--- config.mk ---
export PLATFORM = sky130hd
export DESIGN_NAME = mem_access_unit
export DESIGN_NICKNAME = d
export VERILOG_FILES = /design/src/rtl/cpu10_pkg.sv /design/src/rtl/mem_access_unit.sv
export SDC_FILE = /design/constraint.sdc
export NUM_CORES = 1
export LEC_CHECK = 0
export BUFFER_PORTS_ARGS = -buffer_cell sky130_fd_sc_hd__buf_2
export CAP_MARGIN = 30
export CORE_AREA = 4 4 60 62
export CTS_CLUSTER_DIAMETER = 40
export DETAILED_ROUTE_END_ITERATION = 10
export DIE_AREA = 0 0 64 66
export GPL_TIMING_DRIVEN = 0
export PLACE_DENSITY_LB_ADDON = 0.25
export SETUP_SLACK_MARGIN = 0.1
export SLEW_MARGIN = 20
export SYNTH_ARGS = -nofsm -noshare
export SYNTH_HDL_FRONTEND = slang
export SYNTH_SLANG_ARGS = --single-unit
--- constraint.sdc ---
create_clock -name CLK -period 2.25 [get_ports CLK]
set_input_delay 0.45 -clock CLK [delete_from_list [all_inputs] [get_ports CLK]]
set_output_delay 0.45 -clock CLK [all_outputs]
set_load 0.01 [all_outputs]
--- src/rtl/cpu10_pkg.sv ---
// Shared definitions for the 10-bit core: datapath widths and the
// memory-access FSM state type.
package cpu10_pkg;

    localparam int unsigned DATA_W      = 10;
    localparam int unsigned MEM_DEPTH   = 256;
    localparam int unsigned RD_W        = 3;
    localparam int unsigned FAULT_CNT_W = 8;

    typedef enum logic [1:0] {
        StIdle,
        StReadWait,
        StResp
    } mau_state_e;

endpackage

--- src/rtl/mem_access_unit.sv ---
// Memory-access stage: one load/store at a time, drives the data memory
// port, absorbs its one-cycle read latency and returns a registered response.
module mem_access_unit
    import cpu10_pkg::*;
#(
    parameter int unsigned DataW    = DATA_W,
    parameter int unsigned MemDepth = MEM_DEPTH,
    parameter int unsigned RdW      = RD_W
) (
    input  logic                   CLK,
    input  logic                   RESET,

    input  logic                   req_valid_i,
    output logic                   req_ready_o,
    input  logic                   req_write_i,
    input  logic [DataW-1:0]       req_addr_i,
    input  logic [DataW-1:0]       req_wdata_i,
    input  logic [RdW-1:0]         req_rd_i,

    output logic                   rsp_valid_o,
    input  logic                   rsp_ready_i,
    output logic [DataW-1:0]       rsp_data_o,
    output logic [RdW-1:0]         rsp_rd_o,
    output logic                   rsp_is_load_o,
    output logic                   rsp_fault_o,

    output logic                   mem_write_o,
    output logic [DataW-1:0]       mem_address_o,
    output logic [DataW-1:0]       mem_write_data_o,
    input  logic [DataW-1:0]       mem_read_data_i,

    output logic [FAULT_CNT_W-1:0] fault_count_o
);

    localparam logic [DataW:0] MemDepthW = (DataW + 1)'(MemDepth);

    mau_state_e             state_q;
    logic [DataW-1:0]       rsp_data_q;
    logic [RdW-1:0]         rsp_rd_q;
    logic                   rsp_is_load_q;
    logic                   rsp_fault_q;
    logic [FAULT_CNT_W-1:0] fault_count_q;

    logic accept;
    logic in_range;

    assign req_ready_o = (state_q == StIdle);
    assign accept      = req_valid_i && req_ready_o;
    assign in_range    = ({1'b0, req_addr_i} < MemDepthW);

    // Outside an in-range accept the memory only ever sees a read of word 0.
    always_comb begin
        mem_write_o      = 1'b0;
        mem_address_o    = '0;
        mem_write_data_o = '0;
        if (accept && in_range) begin
            mem_address_o = req_addr_i;
            if (req_write_i) begin
                mem_write_o      = 1'b1;
                mem_write_data_o = req_wdata_i;
            end
        end
    end

    always_ff @(posedge CLK or posedge RESET) begin
        if (RESET) begin
            state_q       <= StIdle;
            rsp_data_q    <= '0;
            rsp_rd_q      <= '0;
            rsp_is_load_q <= 1'b0;
            rsp_fault_q   <= 1'b0;
            fault_count_q <= '0;
        end else begin
            unique case (state_q)
                StIdle: begin
                    if (accept) begin
                        rsp_rd_q      <= req_rd_i;
                        rsp_data_q    <= '0;
                        rsp_fault_q   <= ~in_range;
                        rsp_is_load_q <= ~in_range & ~req_write_i;
                        if (!in_range) begin
                            if (fault_count_q != '1) begin
                                fault_count_q <= fault_count_q + 1'b1;
                            end
                            state_q <= StResp;
                        end else if (req_write_i) begin
                            state_q <= StResp;
                        end else begin
                            state_q <= StReadWait;
                        end
                    end
                end
                StReadWait: begin
                    rsp_data_q    <= mem_read_data_i;
                    rsp_is_load_q <= 1'b1;
                    state_q       <= StResp;
                end
                StResp: begin
                    if (rsp_ready_i) begin
                        state_q <= StIdle;
                    end
                end
                default: state_q <= StIdle;
            endcase
        end
    end

    assign rsp_valid_o   = (state_q == StResp);
    assign rsp_data_o    = rsp_data_q;
    assign rsp_rd_o      = rsp_rd_q;
    assign rsp_is_load_o = rsp_is_load_q;
    assign rsp_fault_o   = rsp_fault_q;
    assign fault_count_o = fault_count_q;

endmodule

==> impl_summary.log, run 1 <==
INFO  metric layout_commonest_cell = sky130_fd_sc_hd__buf_2
INFO  metric synth_edf_count = 0
INFO  metric placedInstanceArea = 1700 um2
INFO  metric postSynthRegisterBits = 25
INFO  metric drv_cap = 0
INFO  metric dr_total_vias = 1210
INFO  metric setup_ws = -41.4 ps
INFO  metric design_area = 1810 um2
INFO  metric netlist_instances = 114
INFO  metric peakVddDrop = 0.000491 V
INFO  metric avgViaCountPerCell = 4.86
INFO  metric detailedRoute.firstIterationViolations = 32
INFO  metric initial_antenna_violation_count = 0
INFO  metric syn_area_per_cell = 10.8 um2
INFO  metric fin_cells = 249
INFO  metric timing.critical_path.from = state_q[1]
INFO  metric port_buffers = 81
INFO  metric regToRegStartpoint = state_q[1]
INFO  metric globalplace.congestion = 0.773
INFO  metric rsz0062_at_grt = yes
INFO  metric wl = 3340 um
INFO  metric detail-route-antenna-nets = 0
INFO  metric hold_path.class = in2async
INFO  metric power.density = 702 nW/um2
INFO  metric detailedPlacementHpwl = 2620 um
INFO  metric post_route_cells_drive_above_1_share = 52.2%
INFO  metric remaining_drc_errors = 0
INFO  metric cts-hold-fix-buffers = 0
INFO  metric final-max-slew-violation-count = 0
INFO  metric track_usage = 16.4%
INFO  metric result_of_the_run = complete, but fails checks
INFO  metric die_ht = 66 um
INFO  metric pin_count_of_the_biggest_net_entering_global_routing = 26
INFO  metric worst_pin_slew = 681 ps
INFO  metric timing.setup.critical_path_class = reg2out
INFO  metric wire_per_inst = 13.4 um
INFO  metric clk_pin_slew = 130 ps
INFO  metric critPathLaunchType = register
INFO  metric mappedNetlistArea = 1230 um2
INFO  metric die-area = 4220 um2
INFO  metric finalNetCount = 245
INFO  metric setup_slack_at_placement = -86.4 ps
INFO  metric clk_path_buf_depth = 2
INFO  metric design.core.area = 3030 um2
INFO  metric tritoncts_clock_tree = built
INFO  metric seq_area_frac_synth = 50.7%
INFO  metric fin_hold_ws = 63.0 ps
INFO  metric leakage = 1.03 nW
INFO  metric grt_overflow_total = 0
INFO  metric insertion_delay = 300 ps
INFO  metric cts_inserted_buffers = 3
INFO  metric timing.critical_path.required = 1800 ps
INFO  metric syn2layout_area_growth = 46.9%
INFO  metric detailed_routing_iteration_count_for_the_pre_antenna_repair_pass = 4
INFO  metric fin_skew = 1.02 ps
INFO  metric placed_cells = 240
INFO  metric post_synth_num_cell_types = 33
INFO  metric layout_common_cells = sky130_fd_sc_hd__buf_2, sky130_fd_sc_hd__dfrtp_1, sky130_fd_sc_hd__and3_1
INFO  metric synth_async_sr_flop_share = 100%
INFO  metric chipWidth = 64 um
INFO  metric setup_tns_final = -353 ps
INFO  metric ys.warnings.count = 0
INFO  metric first_global_vias = 1293
INFO  metric peak_freq = 436 MHz
INFO  metric worst-r2r-cell-count = 6
INFO  metric crit_arrival = 1840 ps
INFO  metric setup_violations = 17
INFO  metric htreeDepth = 1
INFO  metric grt_first_pass_wirelength = 5590 um
INFO  metric clock_sink_total = 25
INFO  metric synth_ff_type = sky130_fd_sc_hd__dfrtp_1
INFO  metric critPathMaxFanout = 5
INFO  metric core.rowCount = 20
INFO  metric antennaDiodeCount = 0
INFO  metric clock_tree.root_cell = sky130_fd_sc_hd__clkbuf_4
INFO  metric finalCriticalPeriod = 2290 ps
INFO  metric pin_count = 84
INFO  metric start_util = 40.8%
INFO  metric violations_in_the_final_reports = negative setup slack
INFO  metric maxSlewHeadroom = 54.5%
INFO  metric critical_path.endpoint_type = output pin
INFO  metric finalHoldViolCount = 0
INFO  metric post-route-period-util = 102%
-- metal layers --
metal  vias up  routed length, um  global-route usage [%]
met2        62               1620                    28.5
met1       554               1390                    19.7
met4         0                 32                    4.58
met3         4                295                    4.76
met5         -                  0                       0
li1        590                  -                       -
-- worst max-delay path: stages (launching register included) --
cell	delay [ps]
sky130_fd_sc_hd__dfrtp_2	430
sky130_fd_sc_hd__or3b_1	370
sky130_fd_sc_hd__buf_6	140
sky130_fd_sc_hd__nor3_4	140
sky130_fd_sc_hd__buf_2	170
sky130_fd_sc_hd__and3_1	160
sky130_fd_sc_hd__buf_2	120
-- where the power goes --
| part | leakage [nW] | internal [W] | total, W | switching [W] |
|---|---|---|---|---|
| registers | 0.322 | 0.000541 | 0.000634 | 0.0000933 |
| logic | 0.693 | 0.000219 | 0.000443 | 0.000224 |
| clock network | 0.0150 | 0.0000691 | 0.000197 | 0.000128 |
| total | 1.03 | 0.000829 | 0.00127 | 0.000445 |
-- stage by stage --
step | util [%] | power [W]
global placement | 56.1 | 0.00104
global route | 59.9 | 0.00136
CTS | 59.0 | 0.00128
detailed placement | 56.1 | 0.00106
finish | 59.9 | 0.00127
floorplan | - | 0.000872
-- worst paths after layout --
check | endpoint | slack [ps]
setup reg to reg | fault_count_o[5] | 400
min in group CLK | rsp_data_o[2] | 360
hold / removal | rsp_data_o[2] | 60
setup / recovery | mem_write_data_o[8] | -40
max in group asynchronous | state_q[1] | 1790
hold reg to reg | rsp_data_o[3] | 510
-- sequential cells by signal, summed over array words and instances (netlist names) --
| signal | count |
|---|---|
| rsp_is_load_o | 1 |
| state_q | 2 |
| rsp_fault_o | 1 |
| rsp_rd_o | 3 |
| fault_count_o | 8 |
| rsp_data_o | 10 |
-- cell type report --
class	instances	area (um2)
multi-input combinational	80	579
clock buffer	4	26.3
inverter	3	11.3
fill	270	1210
tap	44	55.1
timing repair buffer	86	467
buffer	7	48.8
sequential	25	627
-- cell families after synthesis --
family / Yosys count / share of synthesized area, %
fa+ha+maj: 1 / 1.01
xor+xnor: 2 / 1.42
flops: 25 / 50.7
other cells: 1 / 0.304
compound gates: 24 / 14.0
simple gates: 45 / 22.8
mux: 6 / 5.77
buf+inv: 10 / 4.05
-- timing repair --
item,in CTS,in global routing
pin swaps,2,0
gates resized for setup,9,3
gates cloned,1,0
setup buffers,3,0
endpoints found under the setup margin,19,19
-- cell usage after synthesis, types with 2 or more instances --
| master | instances | area share [%] |
|---|---|---|
| sky130_fd_sc_hd__a21oi_1 | 6 | 2.4 |
| sky130_fd_sc_hd__a22o_1 | 10 | 7.1 |
| sky130_fd_sc_hd__and2_1 | 9 | 4.6 |
| sky130_fd_sc_hd__and3_1 | 12 | 6.1 |
| sky130_fd_sc_hd__buf_4 | 3 | 1.8 |
| sky130_fd_sc_hd__clkbuf_1 | 3 | 0.91 |
| sky130_fd_sc_hd__dfrtp_1 | 25 | 51 |
| sky130_fd_sc_hd__inv_1 | 3 | 0.91 |
| sky130_fd_sc_hd__mux2_2 | 5 | 4.6 |
| sky130_fd_sc_hd__nand2_1 | 3 | 0.91 |
| sky130_fd_sc_hd__nand3_1 | 4 | 1.6 |
| sky130_fd_sc_hd__nand4_1 | 2 | 1.0 |
| sky130_fd_sc_hd__nor2_1 | 4 | 1.2 |
| sky130_fd_sc_hd__nor2b_1 | 3 | 1.5 |
| sky130_fd_sc_hd__o21a_1 | 2 | 1.2 |
| sky130_fd_sc_hd__o21ai_0 | 2 | 0.81 |
| sky130_fd_sc_hd__xnor2_1 | 2 | 1.4 |
Power figures use the tool's default switching activity.
==> inputs of run 2 (changes only) <==
RECOVER_POWER = 50   (was unset)
==> run 2 against run 1 <==
Against the previous run: critical endpoint unchanged; fmax about the same; critical path type unchanged; final cell count unchanged; highest routed layer unchanged; the run still ends with negative setup slack left; combinational power decreased by 2%; largest cell class unchanged; sequential power about the same; core utilization decreased by 1.2 points.
==> impl_summary.log, run 2 (same netlist as run 1, synthesis figures left out) <==
INFO  metric result_of_the_run = complete, but fails checks
INFO  metric violations_in_the_final_reports = negative setup slack
INFO  metric die-area = 4220 um2 (unchanged)
INFO  metric setup_violations = 18 (+1)
INFO  metric multi_input_combinational_cell_area = 579 um2 (unchanged)
INFO  metric remaining_drc_errors = 0 (unchanged)
INFO  metric track_usage = 16.4% (unchanged)
INFO  metric timing.critical_path.required = 1800 ps (about the same)
INFO  metric chipWidth = 64 um (unchanged)
INFO  metric dr_total_vias = 1217 (+0.58%)
INFO  metric seqCellArea = 627 um2 (unchanged)
INFO  metric final-max-slew-violation-count = 0 (unchanged)
INFO  metric peakVddDrop = 0.000493 V (+0.31%)
INFO  metric placed_cells = 240 (unchanged)
INFO  metric timing.setup.critical_path_class = reg2out
INFO  metric fin_cells = 249 (unchanged)
INFO  metric globalplace.congestion = 0.773 (unchanged)
INFO  metric setup_ws = -42.4 ps (-1.04 ps)
INFO  metric syn2layout_area_growth = 44.0%
INFO  metric grt_overflow_total = 0 (unchanged)
INFO  metric hold_path.class = in2async
INFO  metric peak_freq = 436 MHz (about the same)
INFO  metric clock_sink_total = 25 (unchanged)
INFO  metric layout_common_cells = sky130_fd_sc_hd__buf_2, sky130_fd_sc_hd__dfrtp_1, sky130_fd_sc_hd__clkbuf_1
INFO  metric cts-hold-fix-buffers = 0 (unchanged)
INFO  metric avgViaCountPerCell = 4.89 (+0.58%)
INFO  metric critical_path.endpoint_type = output pin
INFO  metric finalCriticalPeriod = 2290 ps (+1.04 ps)
INFO  metric clk_pin_slew = 130 ps (about the same)
INFO  metric post_route_cells_drive_above_1_share = 46.8% (-5.4 points)
INFO  metric port_buffers = 81 (unchanged)
INFO  metric die_ht = 66 um (unchanged)
INFO  metric core.rowCount = 20 (unchanged)
INFO  metric worst-r2r-cell-count = 6 (unchanged)
INFO  metric worst_pin_slew = 1050 ps (+372 ps)
INFO  metric layout_commonest_cell = sky130_fd_sc_hd__buf_2
INFO  metric finalNetCount = 245 (unchanged)
INFO  metric fin_hold_ws = 19.7 ps (-43.4 ps)
INFO  metric initial_antenna_violation_count = 0 (unchanged)
INFO  metric tritoncts_clock_tree = built
INFO  metric design.core.area = 3030 um2 (unchanged)
INFO  metric finalHoldViolCount = 0 (unchanged)
INFO  metric critPathMaxFanout = 5 (unchanged)
INFO  metric detailedPlacementHpwl = 2620 um (unchanged)
INFO  metric critPathLaunchType = register
INFO  metric clk_path_buf_depth = 2 (unchanged)
INFO  metric rsz0062_at_grt = yes
INFO  metric clock_tree.root_cell = sky130_fd_sc_hd__clkbuf_4
INFO  metric wire_per_inst = 13.5 um (+0.51%)
INFO  metric cts_inserted_buffers = 3 (unchanged)
INFO  metric start_util = 40.8% (unchanged)
INFO  metric maxSlewHeadroom = 29.8% (-25 points)
INFO  metric drv_cap = 0 (unchanged)
INFO  metric antennaDiodeCount = 0 (unchanged)
INFO  metric wl = 3360 um (+0.51%)
INFO  metric leakage = 0.978 nW (-5.0%)
INFO  metric totalPowerFinal = 0.00127 W (-0.67%)
INFO  metric power.density = 712 nW/um2 (+1.4%)
INFO  metric post-route-period-util = 102% (about the same)
INFO  metric max_ffs_per_register = 10 (unchanged)
INFO  metric detailedRoute.firstIterationViolations = 41 (+28%)
INFO  metric first_global_vias = 1293 (unchanged)
INFO  metric crit_arrival = 1840 ps (about the same)
INFO  metric pin_count = 84 (unchanged)
INFO  metric fill_cell_total_of_the_finished_layout = 281 (+4.1%)
INFO  metric pin_count_of_the_biggest_net_entering_global_routing = 26 (unchanged)
INFO  metric insertion_delay = 310 ps (about the same)
INFO  metric detailed_routing_iteration_count_for_the_pre_antenna_repair_pass = 4 (unchanged)
INFO  metric grt_first_pass_wirelength = 5590 um (unchanged)
INFO  metric htreeDepth = 1 (unchanged)
INFO  metric fin_skew = 2.59 ps (+1.58 ps)
INFO  metric detail-route-antenna-nets = 0 (unchanged)
==> run 2: cell types whose count changed in the layout (fill, tap and decap cells not counted) <==
cell	delta
sky130_fd_sc_hd__buf_2	-10
sky130_fd_sc_hd__clkbuf_1	+11
sky130_fd_sc_hd__buf_16	-1
==> run 2: layer usage <==
metal	global-route usage (%)	routed length (um)	vias to the layer above
li1	-	-	589
met1	19.7	1400	562
met2	28.5	1630	62
met3	4.76	300	4
met4	4.58	31	0
met5	0	0	-
==> run 2: worst paths after layout <==
| check | start | endpoint | slack [ps] |
|---|---|---|---|
| worst max-delay path | state_q[1] | mem_write_data_o[8] | -40 |
| worst min-delay path | RESET | rsp_data_o[2] | 20 |
| worst max register to register | state_q[1] | fault_count_o[5] | 400 |
| worst min register to register | rsp_data_o[8] | rsp_data_o[8] | 510 |
| max in group asynchronous | RESET | state_q[1] | 940 |
| min in group CLK | mem_read_data_i[2] | rsp_data_o[2] | 360 |
==> run 2: what timing repair did <==
item	in CTS	in global routing
buffers inserted	3	0
gates resized for setup	9	3
gates cloned	1	0
pin swaps	2	0
endpoints found under the setup margin	19	19
==> run 2: power by group <==
group | total, W | switching [W] | internal (W)
clock | 0.000198 | 0.000129 | 0.0000691
sequential | 0.000635 | 0.0000945 | 0.000541
combinational | 0.000432 | 0.000223 | 0.000209
total | 0.00127 | 0.000446 | 0.000819
==> run 2: cell type report <==
class / count / share of cell area, %
buffer: 7 / 2.74
clock buffer: 4 / 1.48
inverter: 3 / 0.633
multi-input combinational: 80 / 32.6
sequential: 25 / 35.3
tap: 44 / 3.10
timing repair buffer: 86 / 24.2
==> run 2: metrics by stage <==
| step | worst slack, ps | TNS (ps) | utilization [%] | instance area (um2) |
|---|---|---|---|---|
| 4_1_cts | -66.2 | -996 | 59.0 | 1790 |
| 3_5_place_dp | -86.4 | -1070 | 56.1 | 1700 |
| 3_3_place_gp | -51.5 | -441 | 56.1 | 1700 |
| 5_1_grt | -139 | -2330 | 58.7 | 1780 |
| 2_1_floorplan | 273 | 0 | - | 1240 |
| 6_report | -42.4 | -372 | 58.7 | 1780 |
==> run 2: critical path, cell delays in order, from the launching register on <==
cell	delay, ps
sky130_fd_sc_hd__dfrtp_2	430
sky130_fd_sc_hd__or3b_1	370
sky130_fd_sc_hd__buf_6	140
sky130_fd_sc_hd__nor3_4	140
sky130_fd_sc_hd__buf_2	170
sky130_fd_sc_hd__and3_1	160
sky130_fd_sc_hd__buf_2	120
==> inputs of run 3 (changes only) <==
==> constraint.sdc (replaced) <==
create_clock -name CLK -period 2.25 [get_ports CLK]
set_input_delay 0.45 -clock CLK [delete_from_list [all_inputs] [get_ports CLK]]
set_output_delay 0.45 -clock CLK [all_outputs]
set_load 0.05 [all_outputs]
==> run 3 against run 2 <==
Against the previous run: first-iteration DRC count fell by 39%; final cell count did not move; worst hold slack improved by 4.0 ps; critical endpoint is now mem_write_data_o[5]; combinational power rose by 77%; the flow still finishes with violations (negative setup slack); highest routed layer unchanged; fmax fell by 3.3%; count of clock-buffer cells in the layout fell by 1; register-to-register slack barely moved; core utilization rose by 5.0 points.
==> impl_summary.log, run 3 (same netlist as run 1, synthesis figures left out) <==
INFO  metric worst_pin_slew = 1010 ps (-42.5 ps)
INFO  metric pin_count = 84 (unchanged)
INFO  metric peakVddDrop = 0.000751 V (+52%)
INFO  metric wl = 3500 um (+4.3%)
INFO  metric antennaDiodeCount = 0 (unchanged)
INFO  metric slowest_stage_cell_on_the_critical_path = sky130_fd_sc_hd__dfrtp_2
INFO  metric design.core.area = 3030 um2 (unchanged)
INFO  metric chipWidth = 64 um (unchanged)
INFO  metric critPathMaxFanout = 5 (unchanged)
INFO  metric tritoncts_clock_tree = built
INFO  metric globalplace.congestion = 0.756 (-2.3%)
INFO  metric avgViaCountPerCell = 4.89 (about the same)
INFO  metric syn2layout_area_growth = 56.1%
INFO  metric layout_commonest_cell = sky130_fd_sc_hd__buf_2
INFO  metric grt_first_pass_wirelength = 5560 um (-0.50%)
INFO  metric first_global_vias = 1298 (+0.39%)
INFO  metric met3WireLength = 270 um (-10%)
INFO  metric finalNetCount = 245 (unchanged)
INFO  metric finalCriticalPeriod = 2370 ps (+78.9 ps)
INFO  metric final-max-slew-violation-count = 0 (unchanged)
INFO  metric die_ht = 66 um (unchanged)
INFO  metric violations_in_the_final_reports = negative setup slack
INFO  metric initial_antenna_violation_count = 0 (unchanged)
INFO  metric port_buffers = 81 (unchanged)
INFO  metric clock_tree.root_cell = sky130_fd_sc_hd__clkbuf_4
INFO  metric setup_ws = -121 ps (-78.9 ps)
INFO  metric timing.critical_path.required = 1800 ps (about the same)
INFO  metric clk_pin_slew = 140 ps (about the same)
INFO  metric fin_skew = 11.7 ps (+9.13 ps)
INFO  metric crit_top_cell = sky130_fd_sc_hd__buf_6
INFO  metric critical_path.endpoint_type = output pin
INFO  metric grt_overflow_total = 0 (unchanged)
INFO  metric result_of_the_run = complete, but fails checks
INFO  metric maxSlewHeadroom = 32.6% (+2.8 points)
INFO  metric leakage = 0.991 nW (+1.4%)
INFO  metric power.density = 828 nW/um2 (+16%)
INFO  metric fill_cell_total_of_the_finished_layout = 264 (-6.0%)
INFO  metric wl_met1 = 1400 um (+0.21%)
INFO  metric detailed_routing_iteration_count_for_the_pre_antenna_repair_pass = 5 (+1)
INFO  metric htreeDepth = 1 (unchanged)
INFO  metric cpPeakStageDelay = 430 ps (about the same)
INFO  metric placedInstanceArea = 1720 um2 (+1.4%)
INFO  metric finalHoldViolCount = 0 (unchanged)
INFO  metric crit_chain = or3b_1 -> buf_6 -> nor3_4 -> buf_4 -> and3_2 -> buf_6
INFO  metric max_ffs_per_register = 10 (unchanged)
INFO  metric cts_inserted_buffers = 3 (unchanged)
INFO  metric setup_violations = 19 (+1)
INFO  metric core.rowCount = 20 (unchanged)
INFO  metric track_usage = 16.4% (-0.054 points)
INFO  metric hold_path.class = in2async
INFO  metric die-area = 4220 um2 (unchanged)
INFO  metric rsz0062_at_grt = yes
INFO  metric clk_path_buf_depth = 2 (unchanged)
INFO  metric wl_met2 = 1790 um (+10%)
INFO  metric remaining_drc_errors = 0 (unchanged)
INFO  metric post_route_cells_drive_above_1_share = 56.6% (+9.8 points)
INFO  metric detailedRoute.firstIterationViolations = 25 (-39%)
INFO  metric cp_top_family = simple AND/OR/NAND/NOR gates
INFO  metric insertion_delay = 320 ps (about the same)
INFO  metric timing.setup.critical_path_class = reg2out
INFO  metric crit_arrival = 1920 ps (+80 ps)
INFO  metric wire_per_inst = 14.1 um (+4.3%)
INFO  metric pin_count_of_the_biggest_net_entering_global_routing = 26 (unchanged)
INFO  metric critPathLaunchType = register
INFO  metric cts-hold-fix-buffers = 0 (unchanged)
INFO  metric dr_total_vias = 1218 (+0.082%)
INFO  metric design_area = 1930 um2 (+8.4%)
INFO  metric clock_sink_total = 25 (unchanged)
INFO  metric layout_common_cells = sky130_fd_sc_hd__buf_2, sky130_fd_sc_hd__dfrtp_1, sky130_fd_sc_hd__buf_4
INFO  metric critical_path.n_buffers_inverters = 3 (unchanged)
INFO  metric fin_hold_ws = 23.6 ps (+3.97 ps)
INFO  metric start_util = 40.8% (unchanged)
INFO  metric utilization = 63.7% (+5.0 points)
INFO  metric post-route-period-util = 105% (+3.5 points)
INFO  metric maxUsedRoutingLayer = met4
INFO  metric detailedPlacementHpwl = 2580 um (-1.7%)
INFO  metric drv_cap = 0 (unchanged)
INFO  metric detail-route-antenna-nets = 0 (unchanged)
INFO  metric peak_freq = 422 MHz (-3.3%)
[run 3: changes by cell type in the layout (fill, tap and decap cells not counted), sizes merged]
cell      delta
clkbuf       -2
buf          +1
clkinvlp     +1
[run 3: final timing paths]
kind	from	to	slack (ps)	depth (start not counted)
worst max register to register	state_q[1]	fault_count_o[5]	390	6
max in group asynchronous	RESET	fault_count_o[3]	1020	3
worst min register to register	rsp_data_o[4]	rsp_data_o[4]	520	1
worst max-delay path	state_q[1]	mem_write_data_o[5]	-120	6
min in group CLK	mem_read_data_i[4]	rsp_data_o[4]	350	2
worst min-delay path	RESET	rsp_data_o[1]	20	2
[run 3: metrics by stage]
step,std cells,setup slack (ps),setup TNS [ps],total power (W)
finish,249,-121,-1960,0.00160
floorplan,115,136,0,0.00119
global placement,240,-202,-3160,0.00137
CTS,248,-145,-2390,0.00161
global route,249,-192,-3380,0.00168
detailed placement,240,-225,-3430,0.00139
[run 3: metal layers]
metal | GRT usage, % | vias to the layer above
li1 | - | 589
met1 | 19.7 | 569
met2 | 29.3 | 56
met3 | 4.59 | 4
met4 | 2.96 | 0
met5 | 0 | -
[run 3: final cells by class]
| cell class | instances | area, um2 | share of cell area, % |
|---|---|---|---|
| clock buffers | 3 | 22.5 | 1.17 |
| flip-flops and latches | 25 | 627 | 32.5 |
| repair buffers | 86 | 536 | 27.8 |
| well taps | 44 | 55.1 | 2.86 |
| multi-input cells | 80 | 621 | 32.2 |
| clock inverters | 1 | 7.51 | 0.389 |
| plain buffers | 7 | 48.8 | 2.53 |
| inverters | 3 | 11.3 | 0.584 |
[run 3: timing repair]
| action | CTS | global route |
|---|---|---|
| endpoints found under the hold margin | 0 | 0 |
| endpoints found under the setup margin | 19 | 19 |
| gates resized for setup | 48 | 4 |
| pin swaps | 4 | 0 |
| cloned | 1 | 0 |
| setup buffers | 3 | 0 |
[run 3: power by group]
part	switching, W	internal (W)
registers	0.0000926	0.000541
clock network	0.000129	0.0000678
logic	0.000549	0.000217
[run 3: worst register-to-register path, cell delays in order, from the launching register on]
cell,delay [ps]
sky130_fd_sc_hd__dfrtp_2,430
sky130_fd_sc_hd__or3b_1,370
sky130_fd_sc_hd__buf_6,140
sky130_fd_sc_hd__buf_4,160
sky130_fd_sc_hd__nor3_4,240
sky130_fd_sc_hd__nand3_2,120
sky130_fd_sc_hd__mux2_4,310
